--- src/rtl/master_spi_pkg.sv ---
`default_nettype none
// ============================================================================
// Module  : master_spi_pkg
// Purpose : Shared types and constants for the master_spi interconnect master.
//           Holds the default instruction width, the destination codes carried
//           on the enable bus, and the transfer state encoding.
// Config  : MASTER_SPI_BROADCAST_EN (consumed by master_spi, not here)
// Revision: 1.0 - initial release
// ============================================================================
package master_spi_pkg;

    localparam int DATA_W_DEF = 32;

    // Destination codes on the enable bus
    localparam logic [1:0] DEST_SELF  = 2'b00;
    localparam logic [1:0] DEST_LEFT  = 2'b01;
    localparam logic [1:0] DEST_RIGHT = 2'b10;
    localparam logic [1:0] DEST_BCAST = 2'b11;

    typedef enum logic [1:0] {
        ST_IDLE  = 2'd0,
        ST_SHIFT = 2'd1,
        ST_DONE  = 2'd2
    } state_t;

endpackage : master_spi_pkg
`default_nettype wire

--- src/rtl/master_spi_shift_link.sv ---
`default_nettype none
// ============================================================================
// Module  : spi_shift_link
// Purpose : Bit-serial loop between a transmit and a receive shift register,
//           MSB first, one bit every CLK_DIV clocks while shift_i is high.
// Ports   : clk, rst_n      clock / asynchronous active-low reset
//           load_i          capture data_i into tx, clear rx and counters
//           data_i          word to serialise
//           shift_i         advance the link (divider runs only while high)
//           done_o          high on the edge that moves the last bit
//           rx_word_o       receive word as it will be after the current shift
// Revision: 1.0 - initial release
// ============================================================================
module spi_shift_link #(
    parameter int DATA_W  = 32,
    parameter int CLK_DIV = 1
) (
    input  logic              clk,
    input  logic              rst_n,
    input  logic              load_i,
    input  logic [DATA_W-1:0] data_i,
    input  logic              shift_i,
    output logic              done_o,
    output logic [DATA_W-1:0] rx_word_o
);

    localparam int BIT_W = $clog2(DATA_W) + 1;
    localparam int DIV_W = $clog2(CLK_DIV) + 1;
    localparam logic [BIT_W-1:0] LAST_BIT = BIT_W'(DATA_W - 1);
    localparam logic [DIV_W-1:0] DIV_LAST = DIV_W'(CLK_DIV - 1);

    logic [DATA_W-1:0] tx_q;
    logic [DATA_W-1:0] rx_q;
    logic [BIT_W-1:0]  bit_cnt_q;
    logic [DIV_W-1:0]  div_cnt_q;
    logic              w_strobe;

    // Bit strobe fires on the CLK_DIV-th shifting edge after load
    assign w_strobe  = shift_i && (div_cnt_q == DIV_LAST);
    assign done_o    = w_strobe && (bit_cnt_q == LAST_BIT);
    assign rx_word_o = {rx_q[DATA_W-2:0], tx_q[DATA_W-1]};

    always_ff @(posedge clk or negedge rst_n) begin
        if (!rst_n) begin
            tx_q      <= '0;
            rx_q      <= '0;
            bit_cnt_q <= '0;
            div_cnt_q <= '0;
        end else if (load_i) begin
            tx_q      <= data_i;
            rx_q      <= '0;
            bit_cnt_q <= '0;
            div_cnt_q <= '0;
        end else if (w_strobe) begin
            rx_q      <= rx_word_o;
            tx_q      <= {tx_q[DATA_W-2:0], 1'b0};
            bit_cnt_q <= bit_cnt_q + 1'b1;
            div_cnt_q <= '0;
        end else if (shift_i) begin
            div_cnt_q <= div_cnt_q + 1'b1;
        end
    end

endmodule : spi_shift_link
`default_nettype wire

--- src/rtl/master_spi.sv ---
`default_nettype none
// ============================================================================
// Module  : master_spi
// Purpose : Interconnect master. Captures an instruction and destination code,
//           pushes the word through the serial shift link and re-assembles it
//           on out_instr, pulsing the check output of the addressed node.
// Ports   : clk, rst_n                 clock / asynchronous active-low reset
//           enable[1:0]                00 self, 01 left, 10 right, 11 broadcast
//           in_instr[DATA_W-1:0]       word to transfer
//           check_self/left/right      one-cycle completion pulses
//           out_instr[DATA_W-1:0]      last fully received word
// Config  : MASTER_SPI_BROADCAST_EN - code 11 becomes valid and pulses all
//           three checks; otherwise code 11 is ignored.
// Revision: 1.0 - initial release
// ============================================================================
module master_spi
    import master_spi_pkg::*;
#(
    parameter int DATA_W  = DATA_W_DEF,
    parameter int CLK_DIV = 1
) (
    input  logic              clk,
    input  logic              rst_n,
    input  logic [1:0]        enable,
    input  logic [DATA_W-1:0] in_instr,
    output logic              check_self,
    output logic              check_left,
    output logic              check_right,
    output logic [DATA_W-1:0] out_instr
);

    state_t            state_q;
    logic [1:0]        dest_q;
    logic [DATA_W-1:0] out_instr_q;
    logic              check_self_q;
    logic              check_left_q;
    logic              check_right_q;

    logic              w_code_valid;
    logic              w_bcast;
    logic              w_load;
    logic              w_done;
    logic [DATA_W-1:0] w_rx_word;

`ifdef MASTER_SPI_BROADCAST_EN
    assign w_code_valid = 1'b1;
    assign w_bcast      = (dest_q == DEST_BCAST);
`else
    assign w_code_valid = (enable != DEST_BCAST);
    assign w_bcast      = 1'b0;
`endif

    assign w_load = (state_q == ST_IDLE) && w_code_valid;

    spi_shift_link #(
        .DATA_W  (DATA_W),
        .CLK_DIV (CLK_DIV)
    ) u_link (
        .clk       (clk),
        .rst_n     (rst_n),
        .load_i    (w_load),
        .data_i    (in_instr),
        .shift_i   (state_q == ST_SHIFT),
        .done_o    (w_done),
        .rx_word_o (w_rx_word)
    );

    always_ff @(posedge clk or negedge rst_n) begin
        if (!rst_n) begin
            state_q       <= ST_IDLE;
            dest_q        <= DEST_SELF;
            out_instr_q   <= '0;
            check_self_q  <= 1'b0;
            check_left_q  <= 1'b0;
            check_right_q <= 1'b0;
        end else begin
            case (state_q)
                ST_IDLE: begin
                    if (w_code_valid) begin
                        dest_q  <= enable;
                        state_q <= ST_SHIFT;
                    end
                end
                ST_SHIFT: begin
                    // Final shift: publish the completed word and its check
                    if (w_done) begin
                        out_instr_q   <= w_rx_word;
                        check_self_q  <= (dest_q == DEST_SELF)  || w_bcast;
                        check_left_q  <= (dest_q == DEST_LEFT)  || w_bcast;
                        check_right_q <= (dest_q == DEST_RIGHT) || w_bcast;
                        state_q       <= ST_DONE;
                    end
                end
                ST_DONE: begin
                    check_self_q  <= 1'b0;
                    check_left_q  <= 1'b0;
                    check_right_q <= 1'b0;
                    state_q       <= ST_IDLE;
                end
                default: state_q <= ST_IDLE;
            endcase
        end
    end

    assign out_instr   = out_instr_q;
    assign check_self  = check_self_q;
    assign check_left  = check_left_q;
    assign check_right = check_right_q;

endmodule : master_spi
`default_nettype wire

--- config.mk ---
export PLATFORM = sky130hd
export DESIGN_NAME = master_spi
export DESIGN_NICKNAME = d
export VERILOG_FILES = /design/src/rtl/master_spi_pkg.sv /design/src/rtl/master_spi_shift_link.sv /design/src/rtl/master_spi.sv
export SDC_FILE = /design/constraint.sdc
export NUM_CORES = 1
export LEC_CHECK = 0
export BUFFER_PORTS_ARGS = -buffer_cell sky130_fd_sc_hd__buf_2
export CAP_MARGIN = 20
export CORE_UTILIZATION = 41
export DETAILED_ROUTE_END_ITERATION = 8
export PLACE_DENSITY_LB_ADDON = 0.08
export SYNTH_ARGS = -nofsm -noshare
export SYNTH_HDL_FRONTEND = slang
export SYNTH_SLANG_ARGS = --single-unit
export TNS_END_PERCENT = 10
--- constraint.sdc ---
create_clock -name clk -period 3 [get_ports clk]
set_clock_uncertainty 0.1 [all_clocks]
set_input_delay 0.45 -clock clk [delete_from_list [all_inputs] [get_ports clk]]
set_output_delay 0.45 -clock clk [all_outputs]
set_load 0.01 [all_outputs]
==> impl_metrics.json <==
{
  "period_share": 0.695,
  "layout.nets": 498,
  "synth_top_area_cell": "dfrtp_1",
  "coreArea_um2": 10400,
  "gr-usage-met1": 0.238,
  "antenna_found_initial": 0,
  "fin_crit_ps": 2080,
  "worstPathArrival_ps": 2230,
  "crit_path_max_fanout": 35,
  "ys_top_cells_by_area": "dfrtp_1 (62%), mux2_2 (8.2%), a21oi_1 (6.8%)",
  "clk_transition_reported_paths_ps": 100,
  "rsz0062_at_grt": "false",
  "vdd_ir_drop_max_mv": 0.351,
  "status": "finished clean",
  "seqPwrFrac": 0.512,
  "crit_chain": "nand4bb_4, nor3_4, buf_4, mux2_2",
  "pwr-share-clk": 0.174,
  "use_met3": 0.0247,
  "drt_iter0_markers": 174,
  "final_util": 0.488,
  "powerDensity_nw_per_um2": 941,
  "endpoint_kind": "flip-flop",
  "timing.hold.ws_ps": 24.5,
  "grt.busiest_layer": "met2",
  "postCtsHoldBufs": 0,
  "fill_cells": 1000,
  "ys_types": 33,
  "crit_buf_inv": 1,
  "gp_congestion": 0.702,
  "hp-class": "primary input to async pin",
  "cts_tree": "yes",
  "ios": 71,
  "num_rows": 37,
  "crit_type": "flip-flop to flip-flop",
  "synth.most_common_cell": "dfrtp_1",
  "dr.pass1.iters": 4,
  "dp_hpwl_mm": 5.37,
  "p_leak_uw": 0.00243,
  "drc_errors": 0,
  "synth_ff_type": "dfrtp_1",
  "max_freq_mhz": 480,
  "setup_tns_ps": 0,
  "finalHoldViolCount": 0,
  "post_cts.repair.setup_buffers": 0,
  "sw_frac_of_total": 0.358,
  "track_usage": 0.165,
  "start_kind": "flip-flop",
  "yosysWarnings": 0,
  "portBuffers": 70,
  "setup_viol": 0,
  "comb_power_share": 0.314,
  "finalWorstSetupSlack_ps": 916,
  "cts_root_buf": "clkbuf_8",
  "grt_pass1_wl_mm": 14.6,
  "drt_wl_total_mm": 8.78,
  "cts_resized": 0,
  "grt_overflow": 0,
  "synth_fp_nets": 438,
  "drive_gt1_frac": 0.281,
  "h-tree-depth": 3,
  "grt_max_degree": 59,
  "netlist_area_um2": 4420,
  "p_int_uw": 3060,
  "synth.yosys.seq_area_share": 0.617,
  "relSlewSlack": 0.473,
  "cap_violations": 0,
  "synth_seq_cells": 109,
  "cp_slowest_stage_delay_ps": 510,
  "synthTopCellsByCount": "dfrtp_1 (109), nand2_1 (70), a21oi_1 (60), nor2_1 (38), mux2_2 (32)",
  "post_dp_cell_area_um2": 4870,
  "synthArstFlopShare": 1.00,
  "clock-sinks": 109,
  "met2_usage": 0.253,
  "synth-edff-count": 0,
  "final_cell_area_um2": 5060,
  "avgSynthCellArea_um2": 11.0,
  "antenna_cells": 0,
  "start_util": 0.426,
  "netlist.area_leader.share": 0.617,
  "pre_cts_slack_ps": 942,
  "drt-wirelength-per-cell_um": 14.6,
  "maxSlewViolCount": 0,
  "viasPerCell": 5.17,
  "path_delay_family": "flip-flops",
  "clk_latency_ps": 360,
  "drtAntennaViolNets": 0,
  "syn_inst": 401,
  "cts_max_path_buffers": 2,
  "tightest_slew_ps": 788,
  "die_area_um2": 11200,
  "required_ps": 3150,
  "grt_pass1_vias": 2998,
  "slowest_stage": "dfrtp_1",
  "switching_power_uw": 1700,
  "vias": 3111,
  "syn2layout_area_growth_pct": 14.4,
  "die_w_um": 106,
  "numCtsBuffers": 9,
  "die_h_um": 106
}
per-stage QoR:
stage / total power [µW] / cells
finish: 4760 / 602
detailed placement: 3990 / 586
floorplan: 3490 / 401
global placement: 3930 / 586
global route: 5130 / 602
CTS: 4830 / 602
sequential cells by signal, summed over array words and instances (netlist names):
signal,cells
dest_q,2
u_link.rx_q,31
u_link.div_cnt_q,1
check_right,1
u_link.tx_q,32
check_left,1
check_self,1
out_instr,32
u_link.bit_cnt_q,6
state_q,2
power by group through the flow:
stage	clock, µW	combinational [µW]	sequential (µW)
3_5_place_dp	0	1520	2460
6_report	830	1490	2430
2_1_floorplan	0	1060	2420
4_1_cts	873	1520	2440
3_3_place_gp	0	1480	2440
5_1_grt	916	1700	2510
area by class of cell:
| cell class | instances | area, µm² | share of cell area |
|---|---|---|---|
| well taps | 136 | 170 | 0.0336 |
| clock buffers | 10 | 138 | 0.0272 |
| multi-input cells | 264 | 1560 | 0.308 |
| flip-flops and latches | 109 | 2730 | 0.539 |
| repair buffers | 77 | 418 | 0.0826 |
| clock inverters | 6 | 46.3 | 0.00915 |
routing by layer:
metal  share of wire  wire length, µm
met5               0                0
met2            0.47             4120
met3           0.039              341
met1            0.48             4200
met4           0.014              123
worst reg2reg max path: stages, from the launching register on:
cell and delay, ps:
dfrtp_1 510, nand4bb_4 290, nor3_4 210, buf_4 460, mux2_2 400
cell families (layout without fill, tap and decap cells):
group                    Yosys count  after routing  synth area share
AND/OR/NAND/NOR                  136            136             0.135
flip-flops                       109            109             0.617
AO/OA/AOI/OAI                     89             89             0.117
multiplexers                      36             36            0.0906
buffers and inverters             28             93            0.0331
XOR/XNOR                           2              2           0.00396
adder cells (fa/ha/maj)            1              1           0.00283
path summary, 6_finish.rpt:
kind                                      from             endpoint  slack (ps)  depth (start not counted)
setup / recovery                    state_q[1]        out_instr[23]         920                          4
setup reg to reg                    state_q[1]        out_instr[23]         920                          4
min in group clk                   in_instr[0]       u_link.tx_q[0]         220                          2
hold reg to reg            u_link.bit_cnt_q[4]  u_link.bit_cnt_q[4]         400                          1
max in group asynchronous                rst_n      u_link.rx_q[20]        2020                          2
hold / removal                           rst_n        out_instr[28]          20                          1
cell usage in the layout, fill, tap and decap left out, drive strengths merged, types with 3 or more instances in the layout:
cell type,instances
dfrtp,109
buf,77
nand2,70
a21oi,60
nor2,38
mux2,32
nor3,16
o22ai,13
a22o,10
clkbuf,10
mux2i,4
nand2b,3
(Power assumes the default switching activity.)
